File: config.mk
export PLATFORM = sky130hd
export DESIGN_NAME = mem_stage_lsu
export DESIGN_NICKNAME = d
export VERILOG_FILES = /design/src/rtl/mycpu_pkg.sv /design/src/rtl/mem_stage_lsu_load_align.sv /design/src/rtl/mem_stage_lsu.sv
export SDC_FILE = /design/constraint.sdc
export NUM_CORES = 1
export LEC_CHECK = 0
export ABC_AREA = 1
export BUFFER_PORTS_ARGS = -buffer_cell sky130_fd_sc_hd__buf_2
export CORE_MARGIN = 1.5
export CORE_UTILIZATION = 40
export DETAILED_ROUTE_END_ITERATION = 12
export PLACE_DENSITY = 0.67
export SETUP_SLACK_MARGIN = 0.3
export SLEW_MARGIN = 10
export SYNTH_ARGS = -nofsm -noshare
export SYNTH_HDL_FRONTEND = slang
export SYNTH_SLANG_ARGS = --single-unit
File: constraint.sdc
create_clock -name clk -period 2.3 [get_ports clk]
set_clock_uncertainty 0.05 [all_clocks]
set_input_delay 0.115 -clock clk [delete_from_list [all_inputs] [get_ports clk]]
set_output_delay 0.115 -clock clk [all_outputs]
set_load 0.05 [all_outputs]
File: src/rtl/mycpu_pkg.sv
// Shared types and bus-width helpers for the LA CPU pipeline.
// Default-config bus structs plus width functions for parametrised stages.
package mycpu_pkg;

  typedef enum logic [2:0] {
    LD_B   = 3'd0,
    LD_H   = 3'd1,
    LD_W   = 3'd2,
    LD_BU  = 3'd3,
    LD_HU  = 3'd4,
    LD_WU  = 3'd5,
    LD_D   = 3'd6,
    LD_RSV = 3'd7
  } ld_op_e;

  localparam int DEF_DATA_W = 32;
  localparam int DEF_REG_AW = 5;
  localparam int DEF_PC_W   = 32;

  function automatic int es_to_ms_w(int dw, int aw, int pw);
    return 6 + aw + dw + pw;
  endfunction

  function automatic int ms_to_ws_w(int dw, int aw, int pw);
    return 1 + aw + dw + pw;
  endfunction

  function automatic int ms_fwd_w(int dw, int aw);
    return 2 + aw + dw;
  endfunction

  typedef struct packed {
    logic                  req_issued;
    ld_op_e                ld_op;
    logic                  res_from_mem;
    logic                  gr_we;
    logic [DEF_REG_AW-1:0] dest;
    logic [DEF_DATA_W-1:0] alu_result;
    logic [DEF_PC_W-1:0]   pc;
  } es_to_ms_t;

  typedef struct packed {
    logic                  gr_we;
    logic [DEF_REG_AW-1:0] dest;
    logic [DEF_DATA_W-1:0] final_result;
    logic [DEF_PC_W-1:0]   pc;
  } ms_to_ws_t;

  typedef struct packed {
    logic                  fwd_valid;
    logic                  fwd_block;
    logic [DEF_REG_AW-1:0] dest;
    logic [DEF_DATA_W-1:0] final_result;
  } ms_fwd_t;

endpackage

File: src/rtl/mem_stage_lsu_load_align.sv
// Byte-lane extraction and sign/zero extension of load data.
// Unsupported ops fall back to the full native word.
module load_align
  import mycpu_pkg::*;
#(
  parameter  int DATA_W = 32,
  localparam int OFF_W  = $clog2(DATA_W/8)
) (
  input  logic [DATA_W-1:0] data,
  input  logic [OFF_W-1:0]  off,
  input  ld_op_e            ld_op,
  output logic [DATA_W-1:0] result
);

  localparam bit IS64 = (DATA_W == 64);

  logic [DATA_W-1:0] sh;
  logic [DATA_W-1:0] w_s;
  logic [DATA_W-1:0] w_u;

  assign sh  = data >> {off, 3'b000};
  assign w_s = DATA_W'($signed(sh[31:0]));
  assign w_u = DATA_W'(sh[31:0]);

  always_comb begin
    result = IS64 ? sh : w_s;
    unique case (1'b1)
      (ld_op == LD_B):  result = DATA_W'($signed(sh[7:0]));
      (ld_op == LD_H):  result = DATA_W'($signed(sh[15:0]));
      (ld_op == LD_BU): result = DATA_W'(sh[7:0]);
      (ld_op == LD_HU): result = DATA_W'(sh[15:0]);
      (ld_op == LD_W):  result = w_s;
      (ld_op == LD_WU): result = IS64 ? w_u : w_s;
      default: ;
    endcase
  end

endmodule

File: src/rtl/mem_stage_lsu.sv
// MEM stage: waits for data-RAM responses, aligns loads, buffers data
// across WB stalls and drops responses orphaned by a flush.
module mem_stage_lsu
  import mycpu_pkg::*;
#(
  parameter  int DATA_W     = 32,
  parameter  int REG_AW     = 5,
  parameter  int PC_W       = 32,
  localparam int ES_TO_MS_W = es_to_ms_w(DATA_W, REG_AW, PC_W),
  localparam int MS_TO_WS_W = ms_to_ws_w(DATA_W, REG_AW, PC_W),
  localparam int MS_FWD_W   = ms_fwd_w(DATA_W, REG_AW)
) (
  input  logic                  clk,
  input  logic                  resetn,
  input  logic                  ws_allowin,
  output logic                  ms_allowin,
  input  logic                  es_to_ms_valid,
  input  logic [ES_TO_MS_W-1:0] es_to_ms_bus,
  input  logic                  ms_flush,
  input  logic                  data_ok,
  input  logic [DATA_W-1:0]     data_rdata,
  output logic                  ms_to_ws_valid,
  output logic [MS_TO_WS_W-1:0] ms_to_ws_bus,
  output logic [MS_FWD_W-1:0]   ms_to_ds_fwd
);

  localparam int OFF_W = $clog2(DATA_W/8);

  typedef struct packed {
    logic              req_issued;
    ld_op_e            ld_op;
    logic              res_from_mem;
    logic              gr_we;
    logic [REG_AW-1:0] dest;
    logic [DATA_W-1:0] alu_result;
    logic [PC_W-1:0]   pc;
  } es_bus_t;

  typedef struct packed {
    logic              gr_we;
    logic [REG_AW-1:0] dest;
    logic [DATA_W-1:0] final_result;
    logic [PC_W-1:0]   pc;
  } ws_bus_t;

  typedef struct packed {
    logic              fwd_valid;
    logic              fwd_block;
    logic [REG_AW-1:0] dest;
    logic [DATA_W-1:0] final_result;
  } fwd_bus_t;

  es_bus_t           r;
  logic              ms_valid;
  logic              buf_valid;
  logic              cancel_pend;
  logic [DATA_W-1:0] rdata_buf;
  logic [DATA_W-1:0] raw;
  logic [DATA_W-1:0] ld_res;
  logic [DATA_W-1:0] final_result;
  logic              need_resp;
  logic              resp_here;
  logic              ms_ready_go;
  logic              handoff;
  ws_bus_t           ws;
  fwd_bus_t          fwd;

  assign need_resp      = ms_valid && r.req_issued;
  assign resp_here      = buf_valid || (data_ok && !cancel_pend);
  assign ms_ready_go    = !need_resp || resp_here;
  assign ms_allowin     = !ms_valid || (ms_ready_go && ws_allowin);
  assign ms_to_ws_valid = ms_valid && ms_ready_go && !ms_flush;
  assign handoff        = ms_to_ws_valid && ws_allowin;

  always_ff @(posedge clk) begin
    if (!resetn) begin
      ms_valid <= 1'b0;
      r        <= '0;
    end else begin
      if (ms_flush)
        ms_valid <= 1'b0;
      else if (ms_allowin)
        ms_valid <= es_to_ms_valid;
      if (es_to_ms_valid && ms_allowin)
        r <= es_bus_t'(es_to_ms_bus);
    end
  end

  // One-entry hold for data that arrived while WB was stalled
  always_ff @(posedge clk) begin
    if (!resetn) begin
      buf_valid <= 1'b0;
      rdata_buf <= '0;
    end else if (ms_flush || handoff) begin
      buf_valid <= 1'b0;
    end else if (data_ok && !cancel_pend && need_resp &&
                 !ws_allowin && !buf_valid) begin
      buf_valid <= 1'b1;
      rdata_buf <= data_rdata;
    end
  end

  // A killed load still owes one data_ok; swallow it when it comes
  always_ff @(posedge clk) begin
    if (!resetn)
      cancel_pend <= 1'b0;
    else
      cancel_pend <= (cancel_pend && !data_ok) ||
                     (need_resp && !resp_here && ms_flush);
  end

  always @(posedge clk) begin
    if (resetn && data_ok)
      assert (need_resp || cancel_pend)
        else $error("mem_stage_lsu: data_ok with no request outstanding");
  end

  assign raw = buf_valid ? rdata_buf : data_rdata;

  load_align #(.DATA_W(DATA_W)) u_align (
    .data   (raw),
    .off    (r.alu_result[OFF_W-1:0]),
    .ld_op  (r.ld_op),
    .result (ld_res)
  );

  assign final_result = r.res_from_mem ? ld_res : r.alu_result;

  always_comb begin
    ws              = '0;
    ws.gr_we        = r.gr_we;
    ws.dest         = r.dest;
    ws.final_result = final_result;
    ws.pc           = r.pc;
  end

  always_comb begin
    fwd           = '0;
    fwd.fwd_valid = ms_valid && r.gr_we && (r.dest != '0);
    fwd.fwd_block = fwd.fwd_valid && r.res_from_mem && !ms_ready_go;
    if (ms_valid) begin
      fwd.dest         = r.dest;
      fwd.final_result = final_result;
    end
  end

  assign ms_to_ws_bus = ws;
  assign ms_to_ds_fwd = fwd;

endmodule

# Word-level counts from Yosys, hierarchy flattened
# Cells that the tools add are included.
[totals]
regBits = 110
input_bits = 113
out_inout_bits = 111
wordCells = 57
[classes]
eq_ne = 3
shift = 1
mux = 4
n_bitwise = 2
n_reduce_logical = 36
[op_table]
columns = ["op", "n"]
rows = [
  ["$pmux 32 s4", 1],
  ["$mux 32", 2],
  ["$mux 37", 1],
  ["$shr 32x5->32", 1],
  ["$logic_and 1x1->1", 17],
  ["$logic_not 1->1", 9],
  ["$logic_or 1x1->1", 5],
  ["$reduce_bool 5->1", 1],
  ["$reduce_or 2->1", 2],
  ["$eq 3x1->1 const B", 1],
  ["$eq 3x2->1 const B", 1],
  ["$eq 3x3->1 const B", 1],
  ["$logic_not 3->1", 1],
  ["$not 1->1", 2],
  ["$reduce_and 2->1", 1],
]

# Longest topological paths before layout
# Gate-level depths: netlist (run 1).
[depth]
word_depth = 10
mapped_depth = 11
depth_no_buf = 10

# By module
# Synthesis (run 1) repeated with hierarchy kept, for this count alone.
[hier_totals]
cells_unflattened = 1103
area_unflattened_um2 = 6755.2
[by_module_without_submodules]
columns = ["mod", "n_inst", "cells_per_inst", "area_each_um2", "seq_area_each_um2"]
rows = [
  ["mem_stage_lsu", 1, 919, 5809.3, 2202.1],
  ["load_align", 1, 184, 945.9, 0.0],
]

# Least setup slack after synthesis (run 1)
# No wires, ideal clock.
[synth_path]
path_kind = "register -> output"
start = "register buf_valid"
end = "output ms_to_ds_fwd[7]"
arrival_time_ns = 1.917
required_time_ns = 2.135
slack_ns = 0.218
path_stages_with_launch = 9
path_buffers = 1
cell_sequence = "dfxtp_1 -> buf_4 -> inv_2 -> nand2_1 -> nand3_1 -> nand2_1 -> nand2_1 -> nand2_1 -> nor3_1"
[synth_via]
elab_chain_len = 5
[synth_rtl]
columns = ["element", "line", "text"]
rows = [
  ["start: declaration", "mem_stage_lsu.sv:55", "logic buf_valid;"],
  ["start signal: assignment", "mem_stage_lsu.sv:92", "buf_valid <= 1'b0;"],
  ["start signal: assignment", "mem_stage_lsu.sv:95", "buf_valid <= 1'b0;"],
  ["start signal: assignment", "mem_stage_lsu.sv:98", "buf_valid <= 1'b1;"],
  ["$mux 32", "mem_stage_lsu.sv:118", "assign raw = buf_valid ? rdata_buf : data_rdata;"],
  ["$shr 32x5->32", "mem_stage_lsu_load_align.sv:21", "assign sh = data >> {off, 3'b000};"],
  ["$pmux 32 s4", "mem_stage_lsu_load_align.sv:27", "unique case (1'b1)"],
  ["$mux 32", "mem_stage_lsu.sv:127", "assign final_result = r.res_from_mem ? ld_res : r.alu_result;"],
  ["$mux 37", "mem_stage_lsu.sv:141", "if (ms_valid) begin"],
  ["end: declaration", "mem_stage_lsu.sv:24", "output logic [MS_FWD_W-1:0] ms_to_ds_fwd"],
]
# No other way between the ends.

# Final worst setup path (run 1)
[layout_path]
start = "register buf_valid"
end = "output ms_to_ws_bus[54]"
[layout_via]
elab_chain_len = 4
[layout_rtl]
columns = ["element", "line", "text"]
rows = [
  ["$mux 32", "mem_stage_lsu.sv:118", ""],
  ["$shr 32x5->32", "mem_stage_lsu_load_align.sv:21", ""],
  ["$pmux 32 s4", "mem_stage_lsu_load_align.sv:27", ""],
  ["$mux 32", "mem_stage_lsu.sv:127", ""],
  ["end: declaration", "mem_stage_lsu.sv:23", "output logic [MS_TO_WS_W-1:0] ms_to_ws_bus,"],
]
# No other way between the ends.

==> reports/metrics.cfg, run 1 <==
[die]
chipWidth_um = 124
die_y_um = 124
core_area_um2 = 14400
io-pin-count = 224
num_rows = 44
start_util_pct = 40.8
die_area_um2 = 15500

[clock_network]
cts_buffers = 9
cts_root_buf = clkbuf_16
clkTransAtPathRegs_ns = 0.08
htreeDepth = 3
cts_tree = yes
clk_latency_ns = 0.35
clock_sinks = 110
clockBufferDepth = 2

[pwr]
power_density_nw_per_um2 = 616
ir_drop_mv = 0.391
p_leak_nw = 4.28
total_power_mw = 5.46

[synth]
synth_commonest_cells = 173 x nor2_1, 167 x nand2_1, 131 x o21ai_0, 110 x dfxtp_1, 85 x inv_1
synth_top_area_cell = dfxtp_1
syn_nets = 1026
synth-xor-area-share_pct = 0
synth-edff-count = 0
synth_top_family_by_area = simple AND/OR/NAND/NOR gates
synth.area.mux_share_pct = 0
netlist_instances = 913
avgSynthCellArea_um2 = 6.45
ys_types = 26
synth_flop_cell = dfxtp_1
synth_most_common_cell = nor2_1
ys_async_sr_fraction_pct = 0
ys_seq_area_share_pct = 37.4
yosys.area_share.adder_pct = 0
synthTopCellsByArea = dfxtp_1 37%, o21ai_0 11%, nor2_1 11%
synthSimpleGateAreaFrac_pct = 29.5
synth_compound_area_share_pct = 17.2
synth_top_area_share_pct = 37.4
synth_warnings = 0
synth-seq-cells = 110
syn-cell-area_um2 = 5890

[global_routing]
gr-total-overflow = 0
grt_pass1_vias = 6398
grt_first_pass_wirelength_mm = 32.1
track_usage_pct = 25.6
antenna_found_initial = 1
grt_max_degree = 67

[critical_path]
r2r_slack_ns = 0.36
r2r-start = buf_valid
rr_endpoint = ms_to_ws_bus[1]
critPathMaxStageDelay_ns = 0.44
arrival_ns = 2.06
worstPathRequired_ns = 2.13
startpoint = buf_valid
reg2regPathDepth = 10
worstPathCellList = buf_8 -> nor2_1 -> nor2_1 -> nand2_1 -> nand3_4 -> nand3_4 -> clkbuf_16 -> nand3_2 -> nand2_2 -> inv_1 -> buf_4
critPathKind = flip-flop to output pin
crit_path_end = ms_to_ws_bus[54]
cpMaxStageDelayCell = dfxtp_4
crit_path_end_kind = output pin
critPathMaxFanout = 8
start_kind = flip-flop

[layout]
stdcell_area_um2 = 8860
drive_gt1_share_pct = 33.9
stdcell_count = 1359
utilization_pct = 61.4
syn_to_final_growth_pct = 50.5
fin_nets = 1282

[timing]
final-max-slew-violation-count = 0
max_freq_mhz = 450
period_share_pct = 96.6
finalSetupViolations = 0
worstMarginPinSlew_ns = 0.553
finalHoldViolCount = 0
setup_ws_ns = 0.0776
slew_headroom_pct = 63.2
rsz0062_at_grt = true
period_needed_ns = 2.22

[drt]
drc = 0
dr.pass1.iters = 8
ant_nets = 0
post_drt_via_cell_ratio = 5.04
num_vias = 6849
wl_per_cell_um = 15.5
drt_iter0_markers = 591
wl_mm = 21.0

[place]
place_area_um2 = 6940
dp_slack_ns = 0.196
port-buffer-count = 223
hpwlAfterDp_mm = 13.5
gp_congestion = 0.890
dp.cells = 1250

[min_path]
min_from = data_rdata[22]
hold_path.class = input pin to flip-flop

[status]
outcome = completed

[flow_run]
drv_cap = 0

[cells by family (layout without fill, tap and decap cells)]
kind of cell           Yosys count  count (layout)
other                            0               1
buffers and inverters          186             445
AOI/OAI and AO/OA              194             194
and+or+nand+nor                423             425
DFF                            110             110
[routing by layer]
metal	routed length, um	GRT usage, %
met1	8870	32.3
met3	1270	5.03
met5	0	0
met4	960	13.0
met2	9940	41.7
[cell usage in the layout (no fill, tap or decap), types with 2 or more instances in the layout]
cell,netlist,final
o211ai_1,12,12
nor3_1,3,2
buf_6,9,46
nand2_4,1,4
or2_2,16,16
clkbuf_16,0,11
buf_12,0,3
nand3_4,0,5
o21ai_2,0,5
o21ai_4,0,3
o21ai_0,131,113
inv_6,0,4
buf_2,12,160
nor2_1,173,146
clkinv_2,0,2
nor2_4,0,4
buf_4,41,44
inv_2,4,4
nor3_2,1,2
inv_1,85,83
clkinv_8,0,2
nand2_1,167,139
nand3_1,55,36
o21ai_1,3,13
nand3_2,2,18
dfxtp_1,110,107
dlygate4sd3_1,0,77
a21oi_1,44,44
buf_8,0,5
nand2_2,3,27
dfxtp_4,0,2
nor2_2,2,25
[through the flow]
| step | hold WS (ns) | setup TNS, ns |
|---|---|---|
| 6_report | 0.0129 | 0 |
| 5_1_grt | 0.00760 | -0.0833 |
| 4_1_cts | 0.00341 | 0 |
| 3_5_place_dp | 0.272 | 0 |
| 3_3_place_gp | 0.275 | 0 |
| 2_1_floorplan | 0.143 | 0 |
[worst min-delay path by stage]
stage                                to  cells after the start  slack, ns
after floorplan                ms_valid                      1       0.14
after global placement         ms_valid                      2       0.28
after detailed placement       ms_valid                      2       0.27
after CTS                  rdata_buf[6]                      3      0.003
after global routing      rdata_buf[22]                      3      0.008
final                     rdata_buf[22]                      3       0.01
[worst max-delay path, delay by kind of cell, from the launching register on]
family | cells | cell delay, ns
simple gates | 7 | 0.58
buf+inv | 4 | 0.68
flops | 1 | 0.44
[flip-flops by register name (all words and copies together) (netlist names)]
name	cells
cancel_pend	1
ms_valid	1
rdata_buf	32
ms_to_ws_bus	38
buf_valid	1
r	37
[area by class of cell]
cell class | instances | area [um^2]
fill | 1286 | 5570
multi-input combinational | 619 | 3150
timing repair buffer | 338 | 2610
sequential | 110 | 2210
inverter | 90 | 354
tap | 184 | 230
clock buffer | 10 | 229
clock inverter | 6 | 56.3
timing repair inverter | 1 | 8.76
antenna | 1 | 2.50
[repair_timing]
item	4_1_cts	5_1_grt
gates cloned	2	3
hold buffers	77	0
hold endpoints to repair	77	0
buffers inserted	6	4
gates resized for setup	149	79
pin swaps	14	19
setup endpoints to repair	130	136
[power by group]
part,switching [mW],total (mW),internal (mW),leakage (nW)
registers,0.0620,2.07,2.01,0.907
logic,1.23,1.86,0.631,3.23
clock network,0.773,1.53,0.758,0.141
total,2.06,5.46,3.39,4.28
No activity file was read; power rests on OpenSTA's default activity.
==> inputs of run 2 (changes only) <==
--- a/config.mk
+++ b/config.mk
@@ -5,7 +5,7 @@
 export SDC_FILE = /design/constraint.sdc
 export NUM_CORES = 1
 export LEC_CHECK = 0
-export ABC_AREA = 1
+export ABC_AREA = 0
 export BUFFER_PORTS_ARGS = -buffer_cell sky130_fd_sc_hd__buf_2
 export CORE_MARGIN = 1.5
 export CORE_UTILIZATION = 40
==> run 2 against run 1 <==
Net effect:
- via count down 9.8%
- critical path depth down 4
- largest power group unchanged
- setup slack worse by 0.34 ns
- the run now ends with negative setup slack left
- critical endpoint is now ms_to_ws_bus[50]
==> reports/metrics.cfg, run 2 <==
[pwr]
p_leak_nw = 4.38  ; was 4.28 nW
power_density_nw_per_um2 = 526  ; was 616 nW/um^2
ir_drop_mv = 0.311  ; was 0.391 mV

[critical_path]
arrival_ns = 2.39  ; was 2.06 ns
critPathBufInv = 3  ; was 4
r2r_slack_ns = 0.35  ; was 0.36 ns
r2r-start = cancel_pend  ; was buf_valid
critPathKind = flip-flop to output pin  ; unchanged
rr_endpoint = rdata_buf[1]  ; was ms_to_ws_bus[1]
path_delay_family = compound AO/OA/AOI/OAI gates  ; was buffers and inverters
critPathMaxStageDelay_ns = 0.49  ; was 0.44 ns
worstPathCellList = or3_1 -> o41a_1 -> buf_12 -> and2_4 -> buf_8 -> a21oi_2 -> buf_6  ; was buf_8 -> nor2_1 -> nor2_1 -> nand2_1 -> nand3_4 -> nand3_4 -> clkbuf_16 -> nand3_2 -> nand2_2 -> inv_1 -> buf_4
start_kind = flip-flop  ; unchanged
cpMaxStageDelayCell = o41a_1  ; was dfxtp_4
startpoint = r[73]  ; was buf_valid
worstPathRequired_ns = 2.13  ; about the same
path_depth = 7  ; was 11
reg2regPathDepth = 6  ; was 10
crit_path_end_kind = output pin  ; unchanged
critPathMaxFanout = 6  ; was 8

[layout]
largest_reg_flops = 38  ; unchanged
stdcell_area_um2 = 10300  ; was 8860 um^2
multi_input_area_um2 = 4080  ; was 3150 um^2
syn_to_final_growth_pct = 68.5  ; was 50.5%
final_common_cell = buf_2  ; unchanged
seqCellArea_um2 = 2220  ; was 2210 um^2
fin_nets = 1113  ; was 1,282
utilization_pct = 68.4  ; was 61.4%
stdcell_count = 1192  ; was 1,359
layout_common_cells = 159 x buf_2, 104 x dfxtp_1, 104 x dlygate4sd3_1, 81 x nand2_1, 79 x nor2b_1  ; was 160 x buf_2, 146 x nor2_1, 139 x nand2_1, 113 x o21ai_0, 107 x dfxtp_1
num_antenna_cells = 0  ; was 1
n_fill_cell = 1072  ; was 1,286
drive_gt1_share_pct = 43.1  ; was 33.9%

[clock_network]
clock_sinks = 110  ; unchanged
cts_buffers = 9  ; unchanged
clockBufferDepth = 2  ; unchanged
cts_tree = yes  ; unchanged
htreeDepth = 3  ; unchanged
cts_root_buf = clkbuf_16  ; unchanged
clk_latency_ns = 0.35  ; about the same
clkTransAtPathRegs_ns = 0.07  ; was 0.08 ns

[place]
dp.cells = 1037  ; was 1,250
dp_slack_ns = -0.0946  ; was 0.196 ns
gp_congestion = 0.811  ; was 0.890
place_area_um2 = 7740  ; was 6940 um^2
port-buffer-count = 223  ; unchanged
hpwlAfterDp_mm = 12.9  ; was 13.5 mm

[die]
die_y_um = 127  ; was 124 um
io-pin-count = 224  ; unchanged
start_util_pct = 40.6  ; was 40.8%
num_rows = 45  ; was 44
core_area_um2 = 15100  ; was 14,400 um^2
chipWidth_um = 127  ; was 124 um
die_area_um2 = 16100  ; was 15,500 um^2

[synth]
synth-seq-cells = 110  ; unchanged
syn-cell-area_um2 = 6130  ; was 5890 um^2
ys_async_sr_fraction_pct = 0  ; unchanged
synth-edff-count = 0  ; unchanged
synth_commonest_cells = 110 x dfxtp_1, 87 x mux2i_1, 83 x nand2_1, 80 x nor2b_1, 39 x buf_4  ; was 173 x nor2_1, 167 x nand2_1, 131 x o21ai_0, 110 x dfxtp_1, 85 x inv_1
synth_flop_cell = dfxtp_1  ; unchanged
avgSynthCellArea_um2 = 9.04  ; was 6.45 um^2
netlist_instances = 678  ; was 913
synth_top_area_share_pct = 35.9  ; was 37.4%
synth_warnings = 0  ; unchanged
ys_seq_area_share_pct = 35.9  ; was 37.4%
syn_nets = 791  ; was 1,026
ys_types = 46  ; was 26
synthTopCellsByArea = dfxtp_1 36%, mux2i_1 14%, nor2b_1 8.2%  ; was dfxtp_1 37%, o21ai_0 11%, nor2_1 11%
synth_most_common_cell = dfxtp_1  ; was nor2_1
synth_top_area_cell = dfxtp_1  ; unchanged

[global_routing]
grt_first_pass_wirelength_mm = 31.0  ; was 32.1 mm
track_usage_pct = 24.2  ; was 25.6%
grt_max_degree = 66  ; was 67
antenna_found_initial = 0  ; was 1
grt_pass1_vias = 6009  ; was 6,398
gr-total-overflow = 0  ; unchanged

[timing]
period_share_pct = 111  ; was 96.6%
finalSetupViolations = 53  ; was 0
fin_tns_setup_ns = -9.55  ; was 0 ns
finalHoldViolCount = 0  ; unchanged
worstMarginPinSlew_ns = 0.538  ; was 0.553 ns
max_freq_mhz = 391  ; was 450 MHz
setup_ws_ns = -0.258  ; was 0.0776 ns
slew_headroom_pct = 64.0  ; was 63.2%
final-max-slew-violation-count = 0  ; unchanged
rsz0062_at_grt = true  ; unchanged
period_needed_ns = 2.56  ; was 2.22 ns

[status]
violations = negative setup slack
outcome = finished, violations left  ; was completed

[drt]
drc = 0  ; unchanged
wl_mm = 21.0  ; about the same
dr.pass1.iters = 4  ; was 8
wl_per_cell_um = 17.7  ; was 15.5 um
post_drt_via_cell_ratio = 5.18  ; was 5.04
num_vias = 6179  ; was 6,849
drt_iter0_markers = 284  ; was 591
ant_nets = 0  ; unchanged

[min_path]
hold_end = r[36]  ; was rdata_buf[22]
min_from = es_to_ms_bus[36]  ; was data_rdata[22]
hold_path.class = input pin to flip-flop  ; unchanged
min_path_cells = 3  ; unchanged

[flow_run]
drv_cap = 0  ; unchanged

-- run 2: cell families after synthesis --
logic type,count (synthesis),share of synthesized area [%]
DFF,110,35.9
xor gates and xnor gates,1,0.143
and+or+nand+nor,240,19.9
muxes,110,20.9
AOI/OAI and AO/OA,120,14.1
buffers and inverters,97,9.12
-- run 2: per-stage QoR --
stage	hold slack [ns]	total power, mW
finish	0.00320	5.44
global route	0.0244	5.64
CTS	0.00285	5.35
detailed placement	0.303	3.47
global placement	0.294	3.46
floorplan	0.168	3.14
-- run 2: tightest hold or removal path, stage by stage --
cell and delay [ns]:
buf_2 0.07, mux2i_1 0.06, nor2b_1 0.11
-- run 2: per-layer routing --
metal	track usage, %	share of wire [%]	vias to the layer above
met4	9.83	3.5	0
met1	29.8	42	2975
met3	4.22	5.1	47
met2	42.0	49	211
li1	-	-	2946
met5	0	0	-
-- run 2: layout make-up --
| type | instances | area share [%] |
|---|---|---|
| Clock buffer | 11 | 2.35 |
| Clock inverter | 4 | 0.460 |
| Inverter | 4 | 0.145 |
| Multi-Input combinational cell | 472 | 39.5 |
| Sequential cell | 110 | 21.5 |
| Tap cell | 188 | 2.28 |
| Timing Repair Buffer | 403 | 33.8 |
-- run 2: worst max-delay path by stage --
stage                     slack (ns)          endpoint
after floorplan                 0.02  ms_to_ds_fwd[19]
after global placement         -0.07  ms_to_ds_fwd[25]
after detailed placement       -0.09  ms_to_ds_fwd[25]
after CTS                      -0.20  ms_to_ws_bus[50]
after global routing           -0.30  ms_to_ws_bus[50]
final                          -0.26  ms_to_ws_bus[50]
-- run 2: what timing repair did --
| item | CTS | global route |
|---|---|---|
| hold buffers | 104 | 0 |
| buffers inserted | 13 | 20 |
| gates resized for setup | 182 | 58 |
| gates cloned | 3 | 0 |
| pin swaps | 19 | 28 |
| endpoints found under the hold margin | 104 | 0 |
| setup endpoints to repair | 65 | 104 |
-- run 2: power by group --
part	internal [mW]	switching, mW
clock network	0.866	0.703
logic	0.806	1.01
registers	1.99	0.0696
total	3.66	1.78
